===== config.mk =====
export PLATFORM = sky130hd
export DESIGN_NAME = vga_timing_gen
export DESIGN_NICKNAME = d
export VERILOG_FILES = /design/src/rtl/vga_timing_gen.sv
export SDC_FILE = /design/constraint.sdc
export NUM_CORES = 1
export LEC_CHECK = 0
export BUFFER_PORTS_ARGS = -buffer_cell sky130_fd_sc_hd__buf_2
export CAP_MARGIN = 5
export CORE_MARGIN = 10
export CORE_UTILIZATION = 53
export CTS_BUF_LIST = sky130_fd_sc_hd__clkbuf_4
export DETAILED_ROUTE_END_ITERATION = 10
export GPL_ROUTABILITY_DRIVEN = 1
export PLACE_DENSITY = 0.89
export SYNTH_ARGS = -nofsm -noshare
export SYNTH_HDL_FRONTEND = slang
export SYNTH_SLANG_ARGS = --single-unit

===== constraint.sdc =====
create_clock -name clk -period 1.65 [get_ports clk]
set_input_delay 0.0825 -clock clk [delete_from_list [all_inputs] [get_ports clk]]
set_output_delay 0.0825 -clock clk [all_outputs]
set_load 0.01 [all_outputs]

===== src/rtl/vga_timing_gen.sv =====
// Parametrised raster timing generator: hsync/vsync/de/x/y from a pixel clock-enable.
// Optional VTG_LOOKAHEAD_EN delays the sync/enable outputs so x/y lead them by LOOKAHEAD pixels.
module vga_timing_gen #(
    parameter int H_ACTIVE  = 640,
    parameter int H_FP      = 16,
    parameter int H_SYNC    = 96,
    parameter int H_BP      = 48,
    parameter int V_ACTIVE  = 480,
    parameter int V_FP      = 10,
    parameter int V_SYNC    = 2,
    parameter int V_BP      = 33,
    parameter bit H_POL     = 1'b0,
    parameter bit V_POL     = 1'b0,
    parameter int X_W       = 10,
    parameter int Y_W       = 10,
    parameter int LOOKAHEAD = 2
) (
    input  logic           clk,
    input  logic           reset,
    input  logic           ce,
    output logic           hsync,
    output logic           vsync,
    output logic           de,
    output logic [X_W-1:0] x,
    output logic [Y_W-1:0] y,
    output logic           line_start,
    output logic           frame_start,
    output logic [7:0]     frame_cnt
);
    localparam int H_TOTAL  = H_ACTIVE + H_FP + H_SYNC + H_BP;
    localparam int V_TOTAL  = V_ACTIVE + V_FP + V_SYNC + V_BP;
    localparam int HS_START = H_ACTIVE + H_FP;
    localparam int HS_END   = HS_START + H_SYNC;
    localparam int VS_START = V_ACTIVE + V_FP;
    localparam int VS_END   = VS_START + V_SYNC;

    if ((LOOKAHEAD < 1) || (LOOKAHEAD > 4)) begin : g_lookahead_range_bad
        $error("LOOKAHEAD must be within 1..4");
    end

    logic [X_W-1:0] r_h;
    logic [Y_W-1:0] r_v;
    logic           w_h_last;
    logic           w_v_last;

    assign w_h_last = (r_h == X_W'(H_TOTAL - 1));
    assign w_v_last = (r_v == Y_W'(V_TOTAL - 1));

    always_ff @(posedge clk or negedge reset) begin
        if (!reset) begin
            r_h <= '0;
            r_v <= '0;
        end else if (ce) begin
            if (w_h_last) begin
                r_h <= '0;
                r_v <= w_v_last ? '0 : r_v + 1'b1;
            end else begin
                r_h <= r_h + 1'b1;
            end
        end
    end

    // One extra bit so bounds equal to the total never truncate.
    logic [X_W:0] w_h_ext;
    logic [Y_W:0] w_v_ext;
    logic         w_de;
    logic         w_hs_act;
    logic         w_vs_act;
    logic         w_ls;
    logic         w_fs;

    assign w_h_ext  = {1'b0, r_h};
    assign w_v_ext  = {1'b0, r_v};
    assign w_de     = (w_h_ext < (X_W+1)'(H_ACTIVE)) && (w_v_ext < (Y_W+1)'(V_ACTIVE));
    assign w_hs_act = (w_h_ext >= (X_W+1)'(HS_START)) && (w_h_ext < (X_W+1)'(HS_END));
    assign w_vs_act = (w_v_ext >= (Y_W+1)'(VS_START)) && (w_v_ext < (Y_W+1)'(VS_END));
    assign w_ls     = (r_h == '0) && (w_v_ext < (Y_W+1)'(V_ACTIVE));
    assign w_fs     = (r_h == '0) && (r_v == '0);

    logic [X_W-1:0] r_x;
    logic [Y_W-1:0] r_y;
    logic           r_hsync;
    logic           r_vsync;
    logic           r_de;
    logic           r_ls;
    logic           r_fs;
    logic [7:0]     r_fc;

    always_ff @(posedge clk or negedge reset) begin
        if (!reset) begin
            r_x     <= '0;
            r_y     <= '0;
            r_hsync <= ~H_POL;
            r_vsync <= ~V_POL;
            r_de    <= 1'b0;
            r_ls    <= 1'b0;
            r_fs    <= 1'b0;
            r_fc    <= '0;
        end else if (ce) begin
            r_x     <= r_h;
            r_y     <= r_v;
            r_hsync <= w_hs_act ? H_POL : ~H_POL;
            r_vsync <= w_vs_act ? V_POL : ~V_POL;
            r_de    <= w_de;
            r_ls    <= w_ls;
            r_fs    <= w_fs;
            if (w_fs) begin
                r_fc <= r_fc + 8'd1;
            end
        end
    end

    assign x = r_x;
    assign y = r_y;

`ifdef VTG_LOOKAHEAD_EN
    localparam logic [12:0] STAGE_RST = {~H_POL, ~V_POL, 11'd0};

    logic [12:0] w_stage [LOOKAHEAD+1];

    assign w_stage[0] = {r_hsync, r_vsync, r_de, r_ls, r_fs, r_fc};

    for (genvar gi = 0; gi < LOOKAHEAD; gi++) begin : g_lookahead
        logic [12:0] r_stage;
        always_ff @(posedge clk or negedge reset) begin
            if (!reset) begin
                r_stage <= STAGE_RST;
            end else if (ce) begin
                r_stage <= w_stage[gi];
            end
        end
        assign w_stage[gi+1] = r_stage;
    end

    assign {hsync, vsync, de, line_start, frame_start, frame_cnt} = w_stage[LOOKAHEAD];
`else
    assign hsync       = r_hsync;
    assign vsync       = r_vsync;
    assign de          = r_de;
    assign line_start  = r_ls;
    assign frame_start = r_fs;
    assign frame_cnt   = r_fc;
`endif

endmodule


# Word-level counts from Yosys, hierarchy flattened
# Index checks and enable logic that the tools add are counted.
[totals]
ff_bits = 53
in_bits = 3
[classes]
n_eq_ne = 2
addsub = 3
muxes = 4
n_reduce_logical = 9
magnitude_cmp = 6
[op_table]
columns = ["op", "n"]
rows = [
  ["$add 10x1->10 const B", 2],
  ["$eq 10x10->1 const B", 2],
  ["$logic_not 10->1", 2],
  ["$lt 10x10->1 const B", 2],
  ["$lt 10x9->1 const B", 2],
  ["$mux 10", 2],
  ["$ge 10x10->1 const B", 1],
  ["$ge 10x9->1 const B", 1],
  ["$add 8x1->8 const B", 1],
  ["$logic_and 1x1->1", 5],
  ["$reduce_and 2->1", 2],
  ["$mux 1", 2],
]

# Longest topological paths before layout
[logic_depth]
depth_word = 3
depth_mapped = 6
depth_no_buf = 6

# Worst setup path after synthesis
# Ideal clock, no wire load.
[synth_timing]
kind = "register -> register"
startpoint = "register r_v[0]"
endpoint = "register r_fc[1], in the netlist frame_cnt[1]"
t_required_ps = 1525
path_stages_with_launch = 7
n_path_buf = 0
arrival_ps = 1647
synth_period_minus_slack_ps = 1771
setup_time_ps = 125
path_slack_ps = -121
cell_sequence = "dfrtp_1 > inv_1 > ha_1 > nor4b_4 > nand3_2 > nor2_1 > mux2_2"
[synth_between]
elab_chain_cells = 3
[synth_rtl]
columns = ["element", "line", "source"]
rows = [
  ["from (decl)", "42", "logic [Y_W-1:0] r_v;"],
  ["from (signal assigned)", "56", "r_v <= w_v_last ? '0 : r_v + 1'b1;"],
  ["$logic_not 10->1", "78", "assign w_fs = (r_h == '0) && (r_v == '0);"],
  ["$logic_and 1x1->1", "78", ""],
  ["$reduce_and 2->1 (no line)", "--", ""],
  ["to (signal assigned)", "108", "r_fc <= r_fc + 8'd1;"],
  ["to (decl)", "87", "logic [7:0] r_fc;"],
]
# No other way between the ends.
# A chain may end at the register's enable or synchronous reset.

# Worst setup path after layout
[layout_timing]
startpoint = "register r_h[1]"
endpoint = "register r_fc[1], in the netlist frame_cnt[1]"
[layout_between]
elab_chain_cells = 3
[layout_rtl]
columns = ["element", "line", "source"]
rows = [
  ["from (decl)", "41", "logic [X_W-1:0] r_h;"],
  ["from (signal assigned)", "58", "r_h <= r_h + 1'b1;"],
  ["$logic_not 10->1", "78", ""],
  ["$logic_and 1x1->1", "78", ""],
  ["$reduce_and 2->1 (no line)", "--", ""],
]
# No other way between the ends.

==> metrics.md <==
| Metric | Value |
|---|---|
| Hold Path Class | in -> reg |
| Most area-consuming cells after synthesis | dfrtp_1, mux2_2, xnor2_1, ha_1, xor2_1 |
| Core area | 4380 µm² |
| Sw power | 0.826 mW |
| Clock Tree Buf Depth | 2 |
| Mapped Cells | 205 |
| Port Buffers | 35 |
| Register area share after synthesis | 54.7% |
| Max VDD drop | 589 µV |
| TritonCTS clock tree | built |
| Die Ht | 87.7 µm |
| DRT iter0 DRCs | 143 |
| FF+latch count, synth | 53 |
| Share of cells above drive strength 1 | 45.9% |
| Drt drc | 0 |
| Syn nets | 214 |
| Row cnt | 24 |
| Data arrival time of the critical path | 2.02 ns |
| Ant diodes | 0 |
| Synth Flop Type | dfrtp_1 |
| Worst-path maximum fanout | 8 |
| Die area | 7700 µm² |
| CTS Sinks | 53 |
| Clock network power share | 20.8% |
| Horiz. Die Dim | 87.7 µm |
| Syn Area/Cell | 11.9 µm² |
| DRT antenna net count | 0 |
| Synthesized area | 2430 µm² |
| Failing checks | setup timing |
| Global placer's final weighted congestion | 0.914 |
| Total I/O pin count | 36 |
| Root buffer cell | clkbuf_4 |
| Setup crit end kind | register |
| Vias per cell | 5.80 |
| CTS H-tree depth | 2 |
| Min cycle time layout | 1.74 ns |
| DR WL/cell | 17.8 µm |
| Leak pwr | 1.61 nW |
| Dpl ws | -0.203 ns |
| Initial antenna violation count | 0 |
| Filler Cell Count | 281 |
| Initial Utilization | 55.5% |
| Clk_skew | 0.0103 ns |
| Power per cell area | 850 nW/µm² |
| Register share of total power | 57.2% |
| Vias in the first global route | 1992 |
| Setup WS post-layout | -0.0850 ns |
| FMAX | 576 MHz |
| Vias | 1920 |
| Total GRT Usage | 16.1% |
| Gr ovfl total | 0 |
| Area leader, netlist | dfrtp_1 |
| Clock-pin slew on the worst setup and hold paths | 0.15 ns |
| Area grow syn2layout | 30.3% |
| Top-count cell post-synth | dfrtp_1 |
| Fin util | 72.3% |
| Int Power | 1.87 mW |
| Slew Viols, Final | 0 |
| Req. time, crit path | 1.94 ns |
| Period Utilization, post-route | 105% |
| Final-report hold violation count | 0 |
| Final setup viols | 14 |
| Crit path kind | reg -> reg |
| Largest net degree at the start of global routing | 32 |
| Switching power share of the total | 30.6% |
| Commonest cells in the netlist | dfrtp_1, mux2_2, nor2_1, o21ai_0 |
| Max-cap violation count | 0 |
| Nets | 287 |
| Slew HR | 63.2% |
| Top-area cell type share of the netlist area | 52.5% |
| Status | complete, but fails checks |
| Worst slew pin tran | 0.552 ns |
| Async SR Flop Fraction | 100% |
| Total CTS buffers | 5 |
| Syn. warnings | 0 |
| RSZ-0062 raised after global routing | yes |
| DP Wirelength | 3960 µm |
| First-pass GRT wire length | 9940 µm |
| Combinational share of power | 22.0% |
| Count of flip-flops with a built-in enable after synthesis | 0 |
| Worst-Skew Late Latency | 0.38 ns |
| Final wirelength | 5900 µm |
| DRT Pass-1 Iters | 5 |
| Startpoint types | register |
| Post-synthesis cell type count | 37 |
[placed cells by master, fill, tap and decap left out, types with 4 or more instances in the layout]
cell type,Yosys,routed
dfrtp_1,51,50
buf_2,2,35
buf_4,1,34
mux2_2,21,20
nor2_1,11,10
xnor2_1,10,9
inv_1,10,8
nand4_1,8,8
xor2_1,8,8
nand2_1,9,8
nand3_1,9,7
o21ai_1,1,7
and3_1,6,6
clkbuf_4,0,5
o21ai_0,11,4
ha_1,6,4
[critical path, cell delays in order (launching register included)]
cell and delay, ns:
dfrtp_1 0.43, inv_1 0.08, ha_1 0.15, nor4b_4 0.24, nand3_4 0.25, nor2_4 0.17, mux2_4 0.31
[flip-flops by register name, summed over array words and instances, names as in the netlist, 8 cells and up]
name	count
r_h	10
r_v	10
x	10
y	10
frame_cnt	8
[per-layer routing]
metal	vias up	share of wire [%]	track usage [%]
met5	-	0	0
met4	0	2.6	6.96
met3	19	6.6	4.18
met2	69	50	26.6
met1	946	41	19.3
li1	886	-	-
[through the flow]
| stage | hold slack, ns | total power [mW] | TNS [ns] | instance area, µm² | std cells |
|---|---|---|---|---|---|
| after floorplan | -0.213 | 1.83 | -0.0287 | 2450 | 205 |
| after global placement | 0.0912 | 2.06 | -0.220 | 2880 | 312 |
| after detailed placement | 0.0911 | 2.09 | -0.940 | 2880 | 312 |
| after CTS | 0.0395 | 2.68 | -0.233 | 3060 | 326 |
| after global routing | 0.0271 | 2.83 | -2.76 | 3170 | 331 |
| final | 0.0359 | 2.69 | -0.576 | 3170 | 331 |
[power by group through the flow]
stage | Sequential [mW] | Combinational (mW) | Clock [mW]
2_1_floorplan | 1.58 | 0.253 | 0
3_5_place_dp | 1.56 | 0.533 | 0
6_report | 1.54 | 0.593 | 0.561
5_1_grt | 1.56 | 0.646 | 0.622
4_1_cts | 1.54 | 0.574 | 0.568
3_3_place_gp | 1.55 | 0.512 | 0
[cells by family (layout without fill, tap and decap cells)]
logic type      count (synthesis)  after routing  share of synthesized area [%]
xor+xnor                       18             18                           6.48
buf+inv                        17             91                           2.88
simple gates                   65             65                           16.6
compound gates                 23             23                           5.76
mux                            23             23                           10.6
fa+ha+maj                       6              6                           3.09
flops                          53             53                           54.7
[final timing paths]
check | slack [ns] | start | to | cells past startpoint
hold / removal | 0.04 | ce | y[7]$_DFFE_PN0P_ | 2
max in group asynchronous | 0.90 | reset | r_v[4]$_DFFE_PN0P_ | 3
setup / recovery | -0.09 | r_h[1]$_DFFE_PN0P_ | frame_cnt[1]$_DFFE_PN0P_ | 6
setup reg to reg | -0.09 | r_h[1]$_DFFE_PN0P_ | frame_cnt[1]$_DFFE_PN0P_ | 6
min in group asynchronous | 0.19 | reset | x[8]$_DFFE_PN0P_ | 2
hold reg to reg | 0.49 | frame_cnt[7]$_DFFE_PN0P_ | frame_cnt[7]$_DFFE_PN0P_ | 1
[area by class of cell]
| class | instances | area [µm²] | share of cell area, % |
|---|---|---|---|
| inverters | 10 | 37.5 | 1.18 |
| clock inverters | 3 | 12.5 | 0.395 |
| multi-input cells | 135 | 1200 | 38.0 |
| repair buffers | 73 | 483 | 15.2 |
| well taps | 52 | 65.1 | 2.05 |
| clock buffers | 5 | 37.5 | 1.18 |
| flip-flops and latches | 53 | 1330 | 42.0 |
[what timing repair did]
action,CTS,global route
buffers inserted,5,6
hold buffers,1,0
endpoints found under the setup margin,15,22
hold endpoints to repair,20,0
resized for setup,19,16
pin swaps,13,9
Note: power is estimated with default switching activity, not from simulation.
